--- src/rtl/alu_seq_param.sv ---
// Purpose : parametrised handshaked ALU; add/sub/logic/pack single-cycle, mul/div iterative (1 bit per cycle).
// Latency : out_valid 1 cycle after accept for ops 0,1,4-7; WIDTH+1 cycles for mul (2) and div (3).
// Backpres: result and flags held in DONE until out_valid&out_ready; in_ready only in IDLE.
//
// Ports:
//   clk, rst_n                 clock (rising edge) and asynchronous active-low reset
//   in_valid / in_ready        operation handshake; op, a, b captured on the accept edge
//   op[2:0], a, b              operation select and unsigned WIDTH-bit operands
//   out_valid / out_ready      result handshake
//   result[2*WIDTH-1:0]        result; flag_zero, flag_carry, flag_dz qualify it
//
// Build option: define ALU_SAT_EN to make add/sub saturate instead of wrap.

module alu_seq_param #(
    parameter int WIDTH = 4
) (
    input  logic                 clk,
    input  logic                 rst_n,
    input  logic                 in_valid,
    output logic                 in_ready,
    input  logic [2:0]           op,
    input  logic [WIDTH-1:0]     a,
    input  logic [WIDTH-1:0]     b,
    output logic                 out_valid,
    input  logic                 out_ready,
    output logic [2*WIDTH-1:0]   result,
    output logic                 flag_zero,
    output logic                 flag_carry,
    output logic                 flag_dz
);

    localparam int CW = $clog2(WIDTH + 1);
    localparam logic [CW-1:0] CNT_LOAD = CW'(WIDTH);
    localparam logic [CW-1:0] CNT_ONE  = CW'(1);

    typedef enum logic [1:0] {
        IDLE = 2'd0,
        BUSY = 2'd1,
        DONE = 2'd2
    } state_t;

    state_t               state;
    state_t               state_nxt;

    // Held low through reset and set on the first edge after release, so
    // in_ready only rises one edge after rst_n deasserts.
    logic                 started;

    logic [CW-1:0]        cnt;
    // Mul: {partial product high, multiplier shifting out}.
    // Div: {remainder, dividend shifting out / quotient shifting in}.
    logic [2*WIDTH-1:0]   acc;
    logic [WIDTH-1:0]     opnd;       // multiplicand (mul) or divisor (div)
    logic                 is_div;
    logic                 dz_pend;

    logic                 accept;
    logic                 iter_op;
    logic                 last_step;

    assign in_ready  = started && (state == IDLE);
    assign out_valid = (state == DONE);
    assign accept    = in_valid && in_ready;
    assign iter_op   = (op == 3'd2) || (op == 3'd3);
    assign last_step = (cnt == CNT_ONE);

    // ------------------------------------------------------------------
    // Single-cycle operations, evaluated directly on the input operands
    // ------------------------------------------------------------------
    logic [WIDTH:0]       add_sum;
    logic [WIDTH:0]       sub_dif;
    logic [2*WIDTH-1:0]   quick_res;
    logic                 quick_carry;

    always_comb begin
        add_sum     = {1'b0, a} + {1'b0, b};
        sub_dif     = {1'b0, a} - {1'b0, b};
        quick_res   = '0;
        quick_carry = 1'b0;
        case (op)
            3'd0: begin
                quick_carry = add_sum[WIDTH];
`ifdef ALU_SAT_EN
                if (add_sum[WIDTH]) begin
                    quick_res = {{WIDTH{1'b0}}, {WIDTH{1'b1}}};
                end else begin
                    quick_res = {{(WIDTH-1){1'b0}}, add_sum};
                end
`else
                quick_res = {{(WIDTH-1){1'b0}}, add_sum};
`endif
            end
            3'd1: begin
                // Top bit of the (WIDTH+1)-bit difference is the borrow, i.e. a < b.
                quick_carry = sub_dif[WIDTH];
`ifdef ALU_SAT_EN
                if (sub_dif[WIDTH]) begin
                    quick_res = '0;
                end else begin
                    quick_res = {{WIDTH{1'b0}}, sub_dif[WIDTH-1:0]};
                end
`else
                quick_res = {{WIDTH{1'b0}}, sub_dif[WIDTH-1:0]};
`endif
            end
            3'd4:    quick_res = {{WIDTH{1'b0}}, a & b};
            3'd5:    quick_res = {{WIDTH{1'b0}}, a | b};
            3'd6:    quick_res = {{WIDTH{1'b0}}, a ^ b};
            3'd7:    quick_res = {b, a};
            default: quick_res = '0;
        endcase
    end

    // ------------------------------------------------------------------
    // One iteration of shift-add multiply / restoring divide
    // ------------------------------------------------------------------
    logic [WIDTH:0]       mul_sum;
    logic [2*WIDTH-1:0]   mul_nxt;
    logic [WIDTH:0]       div_shift;
    logic [WIDTH:0]       div_diff;
    logic [2*WIDTH-1:0]   div_nxt;
    logic [2*WIDTH-1:0]   step_nxt;

    always_comb begin
        // Add the multiplicand into the high half when the multiplier LSB is
        // set, then shift the whole product right; the carry lands in the MSB.
        mul_sum = {1'b0, acc[2*WIDTH-1:WIDTH]} + (acc[0] ? {1'b0, opnd} : '0);
        mul_nxt = {mul_sum, acc[WIDTH-1:1]};

        // Shift the next dividend bit into the remainder and trial-subtract.
        // The remainder is always below the divisor, so the shifted value fits
        // WIDTH+1 bits and the difference MSB is a clean borrow. A zero divisor
        // never borrows: quotient fills with ones and the remainder ends as a.
        div_shift = {acc[2*WIDTH-1:WIDTH], acc[WIDTH-1]};
        div_diff  = div_shift - {1'b0, opnd};
        if (!div_diff[WIDTH]) begin
            div_nxt = {div_diff[WIDTH-1:0], acc[WIDTH-2:0], 1'b1};
        end else begin
            div_nxt = {div_shift[WIDTH-1:0], acc[WIDTH-2:0], 1'b0};
        end

        step_nxt = is_div ? div_nxt : mul_nxt;
    end

    // ------------------------------------------------------------------
    // FSM
    // ------------------------------------------------------------------
    always_ff @(posedge clk or negedge rst_n) begin
        if (!rst_n) begin
            state <= IDLE;
        end else begin
            state <= state_nxt;
        end
    end

    always_comb begin
        state_nxt = state;
        case (state)
            IDLE: begin
                if (accept) begin
                    state_nxt = iter_op ? BUSY : DONE;
                end
            end
            BUSY: begin
                if (last_step) begin
                    state_nxt = DONE;
                end
            end
            DONE: begin
                if (out_ready) begin
                    state_nxt = IDLE;
                end
            end
            default: state_nxt = IDLE;
        endcase
    end

    // ------------------------------------------------------------------
    // Datapath registers
    // ------------------------------------------------------------------
    always_ff @(posedge clk or negedge rst_n) begin
        if (!rst_n) begin
            started    <= 1'b0;
            cnt        <= '0;
            acc        <= '0;
            opnd       <= '0;
            is_div     <= 1'b0;
            dz_pend    <= 1'b0;
            result     <= '0;
            flag_zero  <= 1'b0;
            flag_carry <= 1'b0;
            flag_dz    <= 1'b0;
        end else begin
            started <= 1'b1;
            case (state)
                IDLE: begin
                    if (accept) begin
                        if (iter_op) begin
                            is_div  <= (op == 3'd3);
                            dz_pend <= (op == 3'd3) && (b == '0);
                            cnt     <= CNT_LOAD;
                            if (op == 3'd3) begin
                                opnd <= b;
                                acc  <= {{WIDTH{1'b0}}, a};
                            end else begin
                                opnd <= a;
                                acc  <= {{WIDTH{1'b0}}, b};
                            end
                        end else begin
                            result     <= quick_res;
                            flag_zero  <= (quick_res == '0);
                            flag_carry <= quick_carry;
                            flag_dz    <= 1'b0;
                        end
                    end
                end
                BUSY: begin
                    cnt <= cnt - CNT_ONE;
                    acc <= step_nxt;
                    if (last_step) begin
                        result     <= step_nxt;
                        flag_zero  <= (step_nxt == '0);
                        flag_carry <= 1'b0;
                        flag_dz    <= dz_pend;
                    end
                end
                default: begin
                    // DONE: everything held until the result handshake
                end
            endcase
        end
    end

endmodule
--- config.mk ---
export PLATFORM = sky130hd
export DESIGN_NAME = alu_seq_param
export DESIGN_NICKNAME = d
export VERILOG_FILES = /design/src/rtl/alu_seq_param.sv
export SDC_FILE = /design/constraint.sdc
export NUM_CORES = 1
export LEC_CHECK = 0
export BUFFER_PORTS_ARGS = -buffer_cell sky130_fd_sc_hd__buf_2
export CAP_MARGIN = 30
export CORE_ASPECT_RATIO = 1.5
export CORE_MARGIN = 2
export CORE_UTILIZATION = 50
export DETAILED_ROUTE_END_ITERATION = 12
export PLACE_DENSITY = 0.66
export SYNTH_ARGS = -nofsm -noshare
export SYNTH_HDL_FRONTEND = slang
export SYNTH_SLANG_ARGS = --single-unit
--- constraint.sdc ---
create_clock -name clk -period 2.7 [get_ports clk]
set_clock_uncertainty 0.2 [all_clocks]
set_input_delay 0.135 -clock clk [delete_from_list [all_inputs] [get_ports clk]]
set_output_delay 0.135 -clock clk [all_outputs]
set_load 0.005 [all_outputs]
==> reports/qor.csv <==
metric,value,unit
status,"finished, final reports clean",
cts_sinks,31,
yosys-top-cells-area,"dfrtp_1 (30%), ha_1 (11%), nand2_1 (4.6%)",
syn_area_per_cell,8.72,µm²
slew_viol_final,0,
cts_tree,built,
holdCritPathClass,input pin to flip-flop,
reg2regPathDepth,9,
synth.top_cell.area_share,0.303,
cp.required,2.72,ns
ir_worst_vdd,0.343,mV
critical_path.max_stage_delay,0.45,ns
reg2reg_from,acc[3],
ant_nets,0,
synth.distinct_cells,55,
dr.pass1.iters,4,
end_kind,flip-flop,
area_delta_synth_final,12.5,%
drive_above_1_share,0.168,
synth_seq_area_share,0.303,
slowest_stage,fa_1,
holdPathStages,3,
start_util,0.523,
slew_headroom,0.534,
netlist_area,0.00256,mm²
instances_no_fill,388,
clockPowerShare,0.139,
fp.coreArea,0.00489,mm²
grt_pass1_wl,10.7,mm
drv_cap,0,
busiest_layer,met2,
die_area,0.00571,mm²
grt.total_usage,0.241,
critPathMostFrequentCell,inv_1,
hold_path_startpoint,a[0],
crit_arrival,2.61,ns
place.gp.congestion,0.875,
leakagePower,1.40,nW
n_antenna_cell,0,
reg2reg_slack,0.11,ns
power_frac_seq,0.300,
clkLatencyLatePin,0.29,ns
placed_cells,379,
crit_type,flip-flop to flip-flop,
comb_power_share,0.561,
synthArstFlopShare,1.00,
clockBufferDepth,2,
path_buf_inv,2,
period_needed,2.59,ns
whs_endpoint,opnd[0],
grt_max_degree,32,
syn-num-nets,334,
crit_chain,inv_1 -> ha_1 -> inv_1 -> fa_1 -> a31oi_4 -> xnor2_2 -> mux2i_1 -> o21ai_0 -> a21oi_1,
drc,0,
synth_edf_count,0,
cp_max_fo,5,
r2r_end,result[5],
layout_common_cells,"nand2_1 (31), dfrtp_1 (31), buf_2 (27)",
power.total,2.75,mW
power_switching,1.21,mW
antenna_found_initial,0,
place_hpwl,5.01,mm
start_kind,flip-flop,
routedWlPerCell,16.5,µm
synth_ff_type,dfrtp_1,
use_met2,0.418,
io_buffers,27,
use_met3,0.0347,
fin_crit_sh,0.961,
cts-root-buf,clkbuf_8,
grt_pass1_vias,2205,
gr-total-overflow,0,
grtUsageMet1,0.287,
cts_buffers,5,
ys_warn_count,0,
wl,6.41,mm
num_io_pins,28,
worst_pin_slew,0.699,ns
fmax,386,MHz
post-cts-setup-buffers,0,
yosysTopAreaCell,dfrtp_1,
power-per-cell-area,958,mW/mm²
die_w,62.4,µm
viasPerCell,5.82,
clk_pin_slew,0.07,ns
swShare,0.438,
synth_seq_cells,31,
rsz0062_at_grt,yes,
p_int,1.55,mW
layout.nets,363,
setup_viol,0,
drt_iter0_markers,66,
vias,2257,
cp_top_family,adder cells,
die_h,91.6,µm
rows,31,
synth_cells,293,
hold_viol,0,
htreeDepth,2,
==> synth_stat cells, types with 3 or more instances <==
cell and number:
nor2_1 21, ha_1 22, a211oi_1 11, nand3_1 5
nor3_1 6, o21ai_0 18, nor2b_1 7, fa_1 4
mux2i_1 4, mux2_2 3, nand3b_1 4, a32o_1 3
dfrtp_1 31, a21oi_1 21, a31oi_1 3, and2_1 5
nand2_1 31, clkbuf_1 5, nand2b_1 5, inv_1 26
a21o_1 12, buf_2 5
==> worst reg2reg max path: stages (launching register included) <==
cell and delay [ns]:
dfrtp_1 0.37, inv_1 0.10, ha_1 0.15, inv_1 0.05
fa_1 0.45, a31oi_4 0.22, xnor2_2 0.21, mux2i_1 0.39
o21ai_0 0.22, a21oi_1 0.17
==> power by group through the flow <==
stage                     registers (mW)  clock network, mW  logic, mW
after floorplan                    0.779                  0       1.14
after global placement             0.832                  0       1.50
after detailed placement           0.835                  0       1.52
after CTS                          0.827              0.391       1.53
after global routing               0.862              0.409       1.72
final                              0.826              0.382       1.55
==> through the flow <==
| step | setup slack (ns) | area, µm² | setup TNS, ns | utilization | hold WS (ns) |
|---|---|---|---|---|---|
| CTS | 0.103 | 2870 | 0 | 0.587 | 0.00764 |
| floorplan | 0.246 | 2560 | 0 | - | -0.361 |
| global placement | 0.155 | 2760 | 0 | 0.565 | 0.0276 |
| detailed placement | 0.115 | 2760 | 0 | 0.565 | 0.0298 |
| global route | -0.00865 | 2880 | -0.00865 | 0.588 | 0.0286 |
| finish | 0.106 | 2880 | 0 | 0.588 | 0.0120 |
==> worst max path at each step <==
stage / from / to / slack (ns) / cells after the start
after CTS: acc[3] / result[7] / 0.10 / 9
after floorplan: acc[3] / result[7] / 0.25 / 9
final: acc[3] / result[5] / 0.11 / 9
after detailed placement: acc[3] / result[7] / 0.11 / 9
after global routing: acc[3] / result[5] / -0.009 / 9
after global placement: acc[3] / result[7] / 0.16 / 9
==> kinds of logic after synthesis <==
group / count (synthesis) / synth area share
mux: 10 / 0.0524
other cells: 1 / 0.00147
flops: 31 / 0.303
simple gates: 92 / 0.180
compound gates: 90 / 0.246
buf+inv: 39 / 0.0617
xor+xnor: 4 / 0.0166
fa+ha+maj: 26 / 0.139
==> area by class of cell <==
cell class	count	area [µm²]
clock inverters	1	5.00
well taps	66	82.6
flip-flops and latches	31	776
multi-input cells	223	1630
inverters	26	97.6
clock buffers	6	82.6
fillers	494	2010
repair buffers	35	200
==> flip-flops by register name (all words and copies together), names as in the netlist <==
register / cells
acc: 8
result: 8
opnd: 4
cnt: 3
state: 2
dz_pend: 1
flag_carry: 1
flag_dz: 1
flag_zero: 1
is_div: 1
started: 1
==> per-layer routing <==
layer  share of wire  vias to the layer above  routed length [µm]
met4           0.041                        0                 265
met5               0                        -                   0
met1            0.43                     1087                2730
met2            0.51                       45                3280
li1                -                     1107                   -
met3           0.021                       18                 137
==> repair_timing <==
| action | 4_1_cts | 5_1_grt |
|---|---|---|
| resized for setup | 0 | 1 |
| endpoints found under the setup margin | 0 | 1 |
| hold buffers | 2 | 0 |
| endpoints found under the hold margin | 32 | 0 |
No activity file was read; power rests on OpenSTA's default activity.
